[src/rtl/core_ctrl_pkg.sv]
// rtl/core_ctrl_pkg.sv - shared core control constants and return-stack op decode
//
// Holds the opcode, PC-select and pipeline-stage encodings shared by the
// control unit and its side blocks. It also holds the return-address-stack
// operation type and the helper that decodes one request into an operation.
package core_ctrl_pkg;

  // Opcodes that drive the return-address stack
  localparam logic [5:0] CALL = 6'b000011;
  localparam logic [5:0] RET  = 6'b000001;

  // PC mux select value that picks the return-address stack output
  localparam logic [2:0] PCSRC_RET = 3'b000;

  // Pipeline stage encodings
  localparam logic [2:0] STAGE_IF  = 3'b000;
  localparam logic [2:0] STAGE_ID  = 3'b001;
  localparam logic [2:0] STAGE_EX  = 3'b010;
  localparam logic [2:0] STAGE_MEM = 3'b011;
  localparam logic [2:0] STAGE_WB  = 3'b100;

  // One stack operation per strobe edge
  typedef enum logic [1:0] {
    RAS_IDLE    = 2'b00,
    RAS_PUSH    = 2'b01,
    RAS_POP     = 2'b10,
    RAS_REPLACE = 2'b11
  } ras_op_e;

  // Requests are only acted on during the strobe edge cycle. Outside that
  // cycle, push and pop are ignored.
  function automatic ras_op_e decode_ras_op(input logic take,
                                            input logic push,
                                            input logic pop);
    ras_op_e op;
    op = RAS_IDLE;
    if (take) begin
      case ({push, pop})
        2'b10:   op = RAS_PUSH;
        2'b01:   op = RAS_POP;
        2'b11:   op = RAS_REPLACE;
        default: op = RAS_IDLE;
      endcase
    end
    return op;
  endfunction

endpackage

[src/rtl/ras_mem.sv]
// rtl/ras_mem.sv - return-address stack storage array
//
// DEPTH x ADDR_W register array. It has one synchronous write port and
// asynchronous reads relative to the stack pointer. The contents are not
// reset, because the valid range is tracked by the owning block.
//
// Ports:
//   clk        core clock
//   we         write enable
//   waddr      write index
//   wdata      write data
//   sp         stack pointer (next free slot, modulo DEPTH)
//   top_data   mem[sp-1], the current top entry when the stack is non-empty
//   below_data mem[sp-2], the entry that becomes the top after a pop
module ras_mem #(
  parameter int ADDR_W = 32,
  parameter int DEPTH  = 8,
  parameter int SP_W   = $clog2(DEPTH)
) (
  input  logic              clk,
  input  logic              we,
  input  logic [SP_W-1:0]   waddr,
  input  logic [ADDR_W-1:0] wdata,
  input  logic [SP_W-1:0]   sp,
  output logic [ADDR_W-1:0] top_data,
  output logic [ADDR_W-1:0] below_data
);

  logic [ADDR_W-1:0] mem [DEPTH];

  always_ff @(posedge clk) begin
    if (we) begin
      mem[waddr] <= wdata;
    end
  end

  // The pointer wraps modulo DEPTH, so a full stack has sp == 0.
  // The top entry is then at DEPTH-1.
  assign top_data   = mem[sp - SP_W'(1)];
  assign below_data = mem[sp - SP_W'(2)];

endmodule

[src/rtl/return_addr_stack.sv]
// rtl/return_addr_stack.sv - hardware return-address stack beside the ID stage
//
// A CALL pushes its return PC and a RET pops it back for the PC mux. A request
// is taken only on the rising edge of the control unit's aux_push_pop strobe,
// so each instruction gives exactly one operation. When push and pop are
// requested together, the top entry is returned and replaced.
//
// Ports:
//   clk          core clock
//   reset        synchronous active-low reset
//   push         push request (CALL)
//   pop          pop request (RET)
//   aux_push_pop stage strobe; an operation is taken on its rising edge
//   push_addr    return address to store
//   ret_addr     address from the latest successful pop, held until the next pop
//   ret_valid    one-cycle pulse, the cycle after a successful pop
//   top_addr     current top-of-stack entry, 0 when empty
//   count        number of valid entries, 0..DEPTH
//   empty, full  occupancy flags
//   overflow     sticky: a push was attempted while full
//   underflow    sticky: a pop was attempted while empty
module return_addr_stack
  import core_ctrl_pkg::*;
#(
  parameter  int ADDR_W = 32,
  parameter  int DEPTH  = 8,
  localparam int CNT_W  = $clog2(DEPTH + 1)
) (
  input  logic              clk,
  input  logic              reset,
  input  logic              push,
  input  logic              pop,
  input  logic              aux_push_pop,
  input  logic [ADDR_W-1:0] push_addr,
  output logic [ADDR_W-1:0] ret_addr,
  output logic              ret_valid,
  output logic [ADDR_W-1:0] top_addr,
  output logic [CNT_W-1:0]  count,
  output logic              empty,
  output logic              full,
  output logic              overflow,
  output logic              underflow
);

  localparam int SP_W = $clog2(DEPTH);

  logic              aux_q;
  logic              take;
  ras_op_e           op;
  logic [SP_W-1:0]   sp;
  logic              is_empty;
  logic              is_full;
  logic              mem_we;
  logic [SP_W-1:0]   mem_waddr;
  logic [ADDR_W-1:0] mem_top;
  logic [ADDR_W-1:0] mem_below;

  // Rising-edge detect. A strobe held high yields a single take.
  assign take = aux_push_pop & ~aux_q;
  assign op   = decode_ras_op(take, push, pop);

  assign is_empty = (count == '0);
  assign is_full  = (count == CNT_W'(DEPTH));
  assign empty    = is_empty;
  assign full     = is_full;

  // Write port control. A replace on a non-empty stack overwrites the
  // current top slot. A replace on an empty stack behaves as a push.
  always_comb begin
    mem_we    = 1'b0;
    mem_waddr = sp;
    case (op)
      RAS_PUSH: begin
        mem_we    = ~is_full;
        mem_waddr = sp;
      end
      RAS_REPLACE: begin
        mem_we    = 1'b1;
        mem_waddr = is_empty ? sp : (sp - SP_W'(1));
      end
      default: begin
        mem_we    = 1'b0;
        mem_waddr = sp;
      end
    endcase
  end

  ras_mem #(
    .ADDR_W (ADDR_W),
    .DEPTH  (DEPTH),
    .SP_W   (SP_W)
  ) u_mem (
    .clk        (clk),
    .we         (mem_we),
    .waddr      (mem_waddr),
    .wdata      (push_addr),
    .sp         (sp),
    .top_data   (mem_top),
    .below_data (mem_below)
  );

  always_ff @(posedge clk) begin
    if (!reset) begin
      aux_q     <= 1'b0;
      sp        <= '0;
      count     <= '0;
      ret_addr  <= '0;
      ret_valid <= 1'b0;
      top_addr  <= '0;
      overflow  <= 1'b0;
      underflow <= 1'b0;
    end else begin
      aux_q     <= aux_push_pop;
      ret_valid <= 1'b0;
      case (op)
        RAS_PUSH: begin
          if (!is_full) begin
            sp       <= sp + SP_W'(1);
            count    <= count + CNT_W'(1);
            top_addr <= push_addr;
          end else begin
            overflow <= 1'b1;
          end
        end
        RAS_POP: begin
          if (!is_empty) begin
            ret_addr  <= mem_top;
            ret_valid <= 1'b1;
            sp        <= sp - SP_W'(1);
            count     <= count - CNT_W'(1);
            // The entry below the old top becomes the new top, unless the
            // stack is now empty
            top_addr  <= (count == CNT_W'(1)) ? '0 : mem_below;
          end else begin
            underflow <= 1'b1;
          end
        end
        RAS_REPLACE: begin
          if (is_empty) begin
            sp       <= sp + SP_W'(1);
            count    <= count + CNT_W'(1);
            top_addr <= push_addr;
          end else begin
            ret_addr  <= mem_top;
            ret_valid <= 1'b1;
            top_addr  <= push_addr;
          end
        end
        default: begin
        end
      endcase
    end
  end

endmodule

[config.mk]
export PLATFORM = sky130hd
export DESIGN_NAME = return_addr_stack
export DESIGN_NICKNAME = d
export VERILOG_FILES = /design/src/rtl/core_ctrl_pkg.sv /design/src/rtl/ras_mem.sv /design/src/rtl/return_addr_stack.sv
export SDC_FILE = /design/constraint.sdc
export NUM_CORES = 1
export LEC_CHECK = 0
export CAP_MARGIN = 20
export CORE_MARGIN = 4
export CORE_UTILIZATION = 45
export DETAILED_ROUTE_END_ITERATION = 12
export GPL_TIMING_DRIVEN = 0
export HOLD_SLACK_MARGIN = 0.05
export SLEW_MARGIN = 20
export SYNTH_ARGS = -nofsm -noshare
export SYNTH_HDL_FRONTEND = slang
export SYNTH_HIERARCHICAL = 1
export SYNTH_SLANG_ARGS = --single-unit
[constraint.sdc]
create_clock -name clk -period 8.2 [get_ports clk]
set_input_delay 0.82 -clock clk [delete_from_list [all_inputs] [get_ports clk]]
set_output_delay 0.82 -clock clk [all_outputs]
set_load 0.05 [all_outputs]
### Word level (Yosys, flattened, before mapping)

Memory sizes are Yosys's and may differ from the RTL's. A register that Yosys moved wholly into a read port is not among the register bits.
Index checks and enable logic that the tools add are counted.

* reductions and logical operators: 11
* equality and inequality tests: 11
* bitwise gates (word level): 4
* add/sub/neg operators: 5
* multiplexer cells: 19

Operators by type and width (number)
* $mux 32: 3
* $pmux 32 s3: 1
* $mux 3: 4
* $mux 4: 3
* $pmux 4 s3: 1
* $pmux 3 s3: 1
* $eq 2x2->1 const B: 4
* $reduce_and 2->1: 4
* $ne 2x2->1 const B: 3
* $pmux 2 s3: 1
* $reduce_and 3->1: 2
* $add 4x1->4 const B: 1
* $eq 2x1->1 const B: 2
* $eq 4x1->1 const B: 1
* $eq 4x4->1 const B: 1
* $logic_not 4->1: 1
* $reduce_and 4->1: 1
* $sub 4x1->4 const B: 1
* $add 3x1->3 const B: 1
* $mux 1: 3
* $not 1->1: 3
* $reduce_bool 3->1: 1
* $sub 3x1->3 const B: 1
* $sub 3x2->3 const B: 1
* other kinds (5): 5

* memories kept: 1
* input bits: 37
* memory bits (writable): 256
* output and inout bits: 73
* bits in registers: 43

Memories
* u_mem.mem: depth 8, bits a word 32, rd ports 2, clocked after Yosys merged registers in 1, wr ports 1, line ras_mem.sv:29 `logic [ADDR_W-1:0] mem [DEPTH];`

### Logic depth before layout (Yosys ltp)

Gate-level depths: netlist of run 1.

* depth in word-level cells: 7
* depth in mapped cells: 12
* depth with buffers taken out: 8

### Modules after synthesis

The synthesis of run 1 kept the hierarchy.

Modules (own cells, without submodules)
* ras_mem: area an instance 12065.3 sq um, cells each 783, instances 1
* return_addr_stack: area an instance 3423.3 sq um, cells each 375, instances 1

### Worst setup path after synthesis of run 1

Ideal clock, no wire load.

* path kind: register to register
* start: reg count[0]
* end: mem u_mem.mem[0][0], enable pin
* data arrival time: 4.124 ns
* path buffers: 0
* path slack: 3.615 ns
* data required time: 7.739 ns
* setup time: 0.461 ns
* stages on the path, launching flop included: 8
* path through: dfxtp_1 inv_1 ha_1 and3b_1 nor2b_1 nor2_1 nand2b_1 nor3_1

* word-level cells in the longest chain between the ends: 5
* elaborated cells on any way between the ends: 8

Ends and longest elaborated chain
* start: declaration: line return_addr_stack.sv:38 `output logic [CNT_W-1:0] count,`
* start signal: assignment: line return_addr_stack.sv:119 `count <= count + CNT_W'(1);`
* start signal: assignment: line return_addr_stack.sv:130 `count <= count - CNT_W'(1);`
* start signal: assignment: line return_addr_stack.sv:141 `count <= count + CNT_W'(1);`
* $eq 4x4->1: line return_addr_stack.sv:63 `assign is_full = (count == CNT_W'(DEPTH));`
* named net full: line return_addr_stack.sv:40 `output logic full,`
* $not 1->1: line return_addr_stack.sv:74 `mem_we = ~is_full;`
* $pmux 1 s2: line return_addr_stack.sv:72 `case (op)`
* named net mem_we: line return_addr_stack.sv:53 `logic mem_we;`
* $mux 1: line ras_mem.sv:32 `if (we) begin`
* $mux 1 (implied by the code): line ras_mem.sv:33 `mem[waddr] <= wdata;`
* end: declaration: line ras_mem.sv:29

The timed path passes the listed nets, and every way through them passes these cells.

### Worst setup path after layout of run 1

* start: reg sp[0]
* end: reg ret_addr[11]

* word-level cells in the longest chain between the ends: 1

Ends and longest elaborated chain
* start: declaration: line return_addr_stack.sv:50 `logic [SP_W-1:0] sp;`
* start signal: assignment: line return_addr_stack.sv:118 `sp <= sp + SP_W'(1);`
* start signal: assignment: line return_addr_stack.sv:129 `sp <= sp - SP_W'(1);`
* start signal: assignment: line return_addr_stack.sv:140 `sp <= sp + SP_W'(1);`
* $sub 3x1->3: line ras_mem.sv:39 `assign top_data = mem[sp - SP_W'(1)];`
* end signal: assignment: line return_addr_stack.sv:127 `ret_addr <= mem_top;`
* end signal: assignment: line return_addr_stack.sv:144 `ret_addr <= mem_top;`
* end: declaration: line return_addr_stack.sv:35 `output logic [ADDR_W-1:0] ret_addr,`

No other way between the ends.
A chain may end at the register's enable or synchronous reset.

==> results of run 1 <==
## cell usage after synthesis, drive strengths merged, types with 2 or more instances
library cell and n:
xor2 2, or3 3, nand2 166, clkbuf 42, mux4 64, a21oi 40, mux2i 131, nor3 36
nand4bb 2, o21ai 5, nor2b 16, edfxtp 256, xnor2 4, nor2 15, ha 7, inv 9
nand3 129, buf 48, a221oi 32, and3 2, and4 32, nand2b 7, dfxtp 75, and3b 2
and2b 20
## through the flow
stage / area, µm² / power (mW)
final: 18820 / 4.355
after global routing: 18820 / 4.507
after CTS: 18810 / 4.374
after detailed placement: 17500 / 2.622
after global placement: 17140 / 2.611
after floorplan: 15490 / 2.366
## cells by family after synthesis
| family | Yosys count | share of synthesized area |
|---|---|---|
| xor+xnor | 6 | 0.004363 |
| buf+inv | 99 | 0.02940 |
| flops | 331 | 0.5933 |
| compound gates | 84 | 0.03765 |
| fa+ha+maj | 7 | 0.005654 |
| simple gates | 436 | 0.1520 |
| mux | 195 | 0.1777 |
## worst min-delay path: stages (launching register included)
cell and delay, ps:
dfxtp_1 300, nand2_1 50, a21oi_1 50
## power by group through the flow
stage | registers [mW] | clock network, mW | logic [mW]
4_1_cts | 1.87 | 1.78 | 0.717
6_report | 1.87 | 1.75 | 0.729
5_1_grt | 1.88 | 1.86 | 0.767
3_5_place_dp | 1.91 | 0 | 0.715
3_3_place_gp | 1.91 | 0 | 0.701
2_1_floorplan | 1.98 | 0 | 0.382
## flip-flops by register name, summed over array words and instances (netlist names)
register and cells:
underflow 1, overflow 1, u_mem/mem 256, top_addr 32, count 4, ret_valid 1, ret_addr 32, aux_q 1
sp 3
## final cells by class
type	instances	area, µm²	share of cell area
clock inverters	12	178.9	0.009505
plain buffers	90	421.7	0.02240
inverters	9	33.78	0.001795
well taps	448	560.5	0.02978
diodes	1	2.502	0.0001329
flip-flops and latches	331	9189	0.4881
repair buffers	129	1403	0.07451
multi-input cells	728	5899	0.3134
clock buffers	60	1136	0.06035
## path summary, 6_finish.rpt
kind | slack (ps) | start | end
min | 450 | ret_addr[31]$_SDFFE_PN0P_ | ret_addr[31]$_SDFFE_PN0P_
max reg2reg | 4240 | sp[0]$_SDFFE_PN0P_ | ret_addr[11]$_SDFFE_PN0P_
min reg2reg | 450 | ret_addr[31]$_SDFFE_PN0P_ | ret_addr[31]$_SDFFE_PN0P_
max | 4240 | sp[0]$_SDFFE_PN0P_ | ret_addr[11]$_SDFFE_PN0P_
## metal layers
layer,vias to the layer above,track usage
li1,4786,-
met1,5511,0.3441
met2,628,0.3921
met3,120,0.06749
met4,0,0.08104
met5,-,0
==> metrics.csv, run 1 <==
metric,value,unit
maxSlewHeadroom,0.3349,
drive_gt1_frac,0.1678,
yosysWarnings,6,
p_sw,1.158,mW
power.density,231.3,nW/µm²
dr.first_iter.drc_count,933,
ys_seq_area_frac,0.5933,
hold_violations,0,
cts_hold_buf,0,
dr.pass1.iters,6,
synth_fp_nets,1202,
path_buf_inv,5,
antenna_found_initial,1,
syn_inst,1158,
pwr-share-seq,0.430,
critPathCaptureType,register,
crit_fanout,10,
worst_pin_slew,997.7,ps
synth-edff-count,256,
track_usage,0.2507,
gr-total-overflow,0,
die_area,37450,µm²
core,33780,µm²
dr_wl_met3,5045,µm
cts_resized,0,
cap_violations,0,
mostFrequentLayoutCells,"edfxtp_1, nand2_1, mux2i_1",
cts_sinks,331,
detail_route.wl_per_cell,26.62,µm
synth_seq_cells,331,
routedLengthMet1,19670,µm
cts_htree_levels,2,
fin_crit_sh,0.4834,
synthArstFlopShare,0,
cp.required,8570,ps
place_hpwl,31020,µm
gp_congestion,0.8596,
worstPathCellList,"buf_2, inv_1, buf_2, clkbuf_1, ha_1, xor2_2, clkbuf_1, nand3_1, and4_1, nand2_1, a21oi_1",
num_vias,11050,
p_int,3.197,mW
synthFlopType,edfxtp_1,
die_y,193.5,µm
clk_pin_slew,60,ps
top_layer_used,met4,
slew_viol_final,0,
route.met2.wl,21990,µm
clock_latency,540,ps
setup_viol,0,
grt_pass1_wl,71400,µm
n_fill_cell,2734,
total_leakage_power,6.154,nW
syn_area,15490,µm²
whs_path_depth,2,
critPathLaunchType,register,
synth_top_cell_by_area,edfxtp_1,
hold_ws,452.5,ps
min_period,3964,ps
syn_to_final_growth,21.54,%
synthTopCellsByArea,"edfxtp_1, dfxtp_1, mux4_2",
grt_max_degree,20,
skew,21.88,ps
crit_arrival,4330,ps
ir_worst_vdd,129.5,µV
dp_cells,1734,
yosysUniqueCellTypes,45,
path_depth,11,
synth.top_cell.area_share,0.4963,
setup_ws,4236,ps
fp-row-count,67,
postCtsSetupRepairBufs,0,
instances_no_fill,1808,
cts_tree,done,
combPwrFrac,0.167,
setup_tns,0,ps
ios,110,
run_status,completed,
grt_pass1_vias,11240,
routed_via_density,6.109,
initial_core_util,0.4585,
cts_root_buf,clkbuf_16,
avgSynthCellArea,13.38,µm²
mostFrequentLayoutCell,edfxtp_1,
io_buffers,109,
max_clock_freq,0.2523,GHz
fin_util,0.5572,
rr_worst_depth,11,
crit_type,reg -> reg,
finalNetCount,1372,
rsz0062_at_grt,no,
p_sw_frac,0.2660,
postRouteAntennaNets,0,
hp-class,reg -> reg,
wirelength,48120,µm
clockBufferDepth,3,
crit_family,buffers and inverters,
critical-path-slowest-cell,clkbuf_1,
remaining_drc_errors,0,
post-place-ws,4314,ps
clockPowerShare,0.403,
cts_buffers,39,
die_w,193.5,µm
max_stage_delay,730,ps
(Power assumes the default switching activity.)
==> run 2, diff against run 1 <==
==> constraint.sdc (replaced) <==
create_clock -name clk -period 3.8 [get_ports clk]
set_input_delay 0.38 -clock clk [delete_from_list [all_inputs] [get_ports clk]]
set_output_delay 0.38 -clock clk [all_outputs]
set_load 0.05 [all_outputs]
==> run 2 against run 1 <==
  * First-iteration DRC count rose by 20%
  * Global-route usage down 0.15 points
  * Maximum frequency rose by 5.5%
  * Largest cell class unchanged
==> metrics.csv, run 2 (synthesis results as in run 1) <==
metric,value,unit
run_status,completed,
cts_tree,done,
finalNetCount,1365,
grt.met1_usage,0.3579,
num_antenna_cells,0,
die_area,37450,µm²
cts_resized,0,
cp.required,4180,ps
cts_root_buf,clkbuf_16,
endpoint,ret_addr[19]$_SDFFE_PN0P_,
slew_viol_final,0,
fin_crit_sh,0.9888,
hp-class,reg -> reg,
dr.first_iter.drc_count,1120,
routed_via_density,6.049,
grt_pass1_vias,11040,
power.density,495.6,nW/µm²
maxSlewHeadroom,0.3266,
cts_hold_buf,0,
dr.pass1.iters,5,
place_hpwl,31200,µm
clk_pin_slew,60,ps
mostFrequentLayoutCells,"edfxtp_1, nand2_1, mux2i_1",
rr_worst_depth,10,
setup_viol,0,
track_usage,0.2492,
syn_to_final_growth,21.34,%
clockBufferDepth,3,
cts_sinks,331,
rsz0062_at_grt,yes,
met2_usage,0.3973,
antenna_found_initial,0,
wirelength,48000,µm
critPathCaptureType,register,
grt_max_degree,19,
core,33780,µm²
worstPathCellList,"clkbuf_1, inv_1, buf_1, ha_1, xor2_2, clkbuf_1, nand3_1, and4_1, nand2_1, a21oi_1",
crit_type,reg -> reg,
gr-total-overflow,0,
num_vias,10880,
ir_worst_vdd,308.8,µV
rr_endpoint,ret_addr[19]$_SDFFE_PN0P_,
postRouteAntennaNets,0,
mostFrequentLayoutCell,edfxtp_1,
die_w,193.5,µm
r2r-start,sp[1]$_SDFFE_PN0P_,
skew,18.30,ps
reg2reg_setup_slack,40,ps
crit_path_frequent_cell,clkbuf_1,
crit_arrival,4140,ps
die_y,193.5,µm
total_leakage_power,6.138,nW
worst_pin_slew,1010,ps
busiest_layer,met2,
max_clock_freq,0.2661,GHz
fp-row-count,67,
largestRegisters,"u_mem/mem (256), ret_addr (32), top_addr (32)",
drive_gt1_frac,0.1711,
critical-path-slowest-cell,buf_1,
hold_ws,454.4,ps
remaining_drc_errors,0,
initial_core_util,0.4585,
min_period,3757,ps
max_stage_delay,660,ps
gr-usage-met3,0.03966,
path_depth,10,
critPathLaunchType,register,
crit_family,buffers and inverters,
grt_pass1_wl,70620,µm
finalPower,9.314,mW
ios,110,
largest_reg_flops,256,
detail_route.wl_per_cell,26.70,µm
path_buf_inv,4,
crit_fanout,10,
postCtsSetupRepairBufs,0,
crit_start,sp[1]$_SDFFE_PN0P_,
io_buffers,109,
cts_htree_levels,2,
hold_violations,0,
gp_congestion,0.8520,
clock_latency,520,ps
largest_register,u_mem/mem,
cts_buffers,37,
cap_violations,0,
==> run 2: cell types whose count changed in the layout (fill, tap and decap cells not counted), moves of 3 or more <==
cell	previous run	this run
buf_4	8	2
buf_8	0	3
clkbuf_2	0	9
clkinv_1	2	6
clkbuf_1	56	40
==> run 2: power breakdown <==
group	total [mW]	switching [mW]	internal (mW)
Clock	3.70	1.41	2.29
Combinational	1.57	1.00	0.573
Sequential	4.04	0.0512	3.99
Total	9.31	2.46	6.85
==> run 2: layout make-up <==
class                      instances  area (µm²)
tap                              448       560.5
sequential                       331        9189
inverter                           9       33.78
multi-input combinational        728        5912
fill                            2771       14990
clock buffer                      50        1057
clock inverter                    18       214.0
buffer                            90       432.9
timing repair buffer             124        1395
==> run 2: worst register-to-register path, cell delays in order (launching register included) <==
cell and delay (ps):
dfxtp_1 350, clkbuf_1 270, inv_1 280, buf_1 660, ha_1 390, xor2_2 500, clkbuf_1 610, nand3_1 140
and4_1 280, nand2_1 80, a21oi_1 70
==> run 2: layer usage <==
layer | routed length, µm | vias to the layer above
met5 | 0 | -
met4 | 1274 | 0
met3 | 4207 | 95
met2 | 22490 | 610
met1 | 20020 | 5419
li1 | - | 4752
==> run 2: metrics by stage <==
stage               cells  cell area (µm²)  setup TNS, ps  setup slack [ps]    util
floorplan            1158            15500         -12750            -98.90       -
global placement     1715            17150        -411820             -1824  0.5076
detailed placement   1730            17510              0             48.67  0.5184
CTS                  1798            18780              0             67.65  0.5560
finish               1798            18790              0             42.54  0.5563
global route         1798            18790         -61.40            -22.89  0.5563
==> run 2: worst min path at each step <==
stage	start	end	depth (start not counted)
detailed placement	ret_addr[19]$_SDFFE_PN0P_	ret_addr[19]$_SDFFE_PN0P_	2
CTS	ret_addr[19]$_SDFFE_PN0P_	ret_addr[19]$_SDFFE_PN0P_	2
global placement	ret_addr[25]$_SDFFE_PN0P_	ret_addr[25]$_SDFFE_PN0P_	2
global route	ret_addr[31]$_SDFFE_PN0P_	ret_addr[31]$_SDFFE_PN0P_	2
finish	ret_addr[7]$_SDFFE_PN0P_	ret_addr[7]$_SDFFE_PN0P_	2
floorplan	push_addr[0]	u_mem/mem[0][0]$_DFFE_PP_	0
==> run 3, diff against run 2 <==
--- a/config.mk
+++ b/config.mk
@@ -6,7 +6,7 @@
 export NUM_CORES = 1
 export LEC_CHECK = 0
 export CAP_MARGIN = 20
-export CORE_MARGIN = 4
+export CORE_MARGIN = 5
 export CORE_UTILIZATION = 45
 export DETAILED_ROUTE_END_ITERATION = 12
 export GPL_TIMING_DRIVEN = 0
==> run 3 against run 2 <==
  * Power shrank 0.26%
  * Clock-buffer cell count down 9
  * Clock power is 1% lower
  * Die area grew 2.1%
  * Hold slack worse by 1.7 ps
  * Global-route usage about the same
  * Combinational power barely moved
  * Register-to-register slack hardly changed
  * Cell count up 0.33%
  * Utilization fell by 0.58 points
  * Sequential cell count unchanged
  * Clock skew decreased by 11 ps
  * Critical endpoint is now ret_addr[3]$_SDFFE_PN0P_
==> metrics.csv, run 3 (synthesis results as in run 1) <==
metric,value,unit
num_vias,11080,
ios,110,
dr.first_iter.drc_count,1141,
total_leakage_power,6.154,nW
slew_viol_final,0,
rr_endpoint,ret_addr[3]$_SDFFE_PN0P_,
path_depth,11,
cp.required,4160,ps
path_buf_inv,5,
mostFrequentLayoutCells,"edfxtp_1, nand2_1, mux2i_1",
core,34290,µm²
setup_ws,36.60,ps
seqCellArea,9189,µm²
grt_max_degree,19,
whs_path_depth,2,
postCtsSetupRepairBufs,0,
cap_violations,0,
place_hpwl,31790,µm
power.density,492.1,nW/µm²
cts_root_buf,clkbuf_16,
r2r-start,sp[0]$_SDFFE_PN0P_,
wirelength,48970,µm
multi_input_area,5912,µm²
syn_to_final_growth,21.88,%
reg2reg_setup_slack,40,ps
worstPathCellList,"buf_2, inv_1, buf_2, clkbuf_2, ha_1, xnor2_2, buf_1, nand3_1, and4_1, nand2_1, a21oi_1",
maxSlewHeadroom,0.2647,
hold_ws,452.7,ps
max_stage_delay,590,ps
clockBufferDepth,3,
cts_tree,done,
critPathLaunchType,register,
crit_arrival,4120,ps
min_from,ret_addr[19]$_SDFFE_PN0P_,
gp_congestion,0.8660,
remaining_drc_errors,0,
cts_sinks,331,
dr.pass1.iters,6,
crit_type,reg -> reg,
cts_buffers,36,
skew,7.766,ps
grt_pass1_vias,11090,
fin_crit_sh,0.9904,
crit_fanout,10,
die_y,195.5,µm
hold_violations,0,
clk_pin_slew,60,ps
largest_register,u_mem/mem,
clock_latency,520,ps
worst_pin_slew,1103,ps
finalPower,9.290,mW
min_period,3763,ps
rr_worst_depth,11,
n_fill_cell,2840,
hp-class,reg -> reg,
postRouteAntennaNets,0,
critical-path-slowest-cell,buf_1,
run_status,completed,
grt_pass1_wl,71330,µm
die_area,38230,µm²
crit_family,buffers and inverters,
largestRegisters,"u_mem/mem (256), ret_addr (32), top_addr (32)",
routed_via_density,6.142,
dp_cells,1739,
post-place-ws,-193.8,ps
critPathCaptureType,register,
rsz0062_at_grt,yes,
num_antenna_cells,0,
cts_htree_levels,2,
die_w,195.5,µm
io_buffers,109,
instances_no_fill,1804,
ir_worst_vdd,291.1,µV
fp-row-count,68,
finalNetCount,1365,
largest_reg_flops,256,
mostFrequentLayoutCell,edfxtp_1,
max_clock_freq,0.2657,GHz
gr-total-overflow,0,
drive_gt1_frac,0.1779,
setup_viol,0,
antenna_found_initial,1,
track_usage,0.2490,
detail_route.wl_per_cell,27.15,µm
hold_end,ret_addr[19]$_SDFFE_PN0P_,
initial_core_util,0.4517,
crit_path_frequent_cell,buf_2,
-- run 3: final cells by class --
class	instances	area share
clock inverters	25	0.01611
multi-input cells	728	0.3132
plain buffers	89	0.02326
inverters	9	0.001790
clock buffers	41	0.04984
repair buffers	126	0.07888
flip-flops and latches	331	0.4868
well taps	455	0.03016
-- run 3: worst max-delay path by stage --
| stage | startpoint | end | slack, ps |
|---|---|---|---|
| floorplan | count[0]$_SDFFE_PN0P_ | u_mem/mem[3][0]$_DFFE_PP_ | -100 |
| CTS | sp[1]$_SDFFE_PN0P_ | ret_addr[15]$_SDFFE_PN0P_ | 80 |
| finish | sp[0]$_SDFFE_PN0P_ | ret_addr[3]$_SDFFE_PN0P_ | 40 |
| detailed placement | sp[0]$_SDFFE_PN0P_ | ret_addr[30]$_SDFFE_PN0P_ | -190 |
| global route | sp[0]$_SDFFE_PN0P_ | ret_addr[15]$_SDFFE_PN0P_ | -40 |
| global placement | push | u_mem/mem[2][7]$_DFFE_PP_ | -1800 |
-- run 3: where the power goes --
part / switching (mW) / internal (mW)
clock: 1.45 / 2.21
combinational: 1.01 / 0.576
sequential: 0.0531 / 3.99
total: 2.52 / 6.77
-- run 3: per-stage QoR --
step | setup TNS (ps) | util | area, µm²
floorplan | -12750 | - | 15500
global placement | -419260 | 0.5004 | 17160
detailed placement | -2163 | 0.5137 | 17610
CTS | 0 | 0.5501 | 18860
global route | -90.87 | 0.5505 | 18880
finish | 0 | 0.5505 | 18880
-- run 3: worst reg2reg max path, stage by stage (launching register included) --
cell      delay (ps)
dfxtp_1          540
buf_2            370
inv_1             90
buf_2            210
clkbuf_2         320
ha_1             360
xnor2_2          580
buf_1            600
nand3_1          170
and4_1           190
nand2_1          100
a21oi_1           70
-- run 3: what timing repair did --
action,CTS,global route
hold buffers,0,0
endpoints found under the setup margin,31,32
resized for setup,2,22
endpoints found under the hold margin,0,0
-- run 3: per-layer routing --
layer  vias up  wire [µm]  share of wire  GRT usage
met5         -          0              0          0
met1      5558      19630           0.40     0.3430
li1       4759          -              -          -
met4         0       1281          0.026    0.07163
met3       115       4670          0.095    0.04917
met2       648      23390           0.48     0.4047
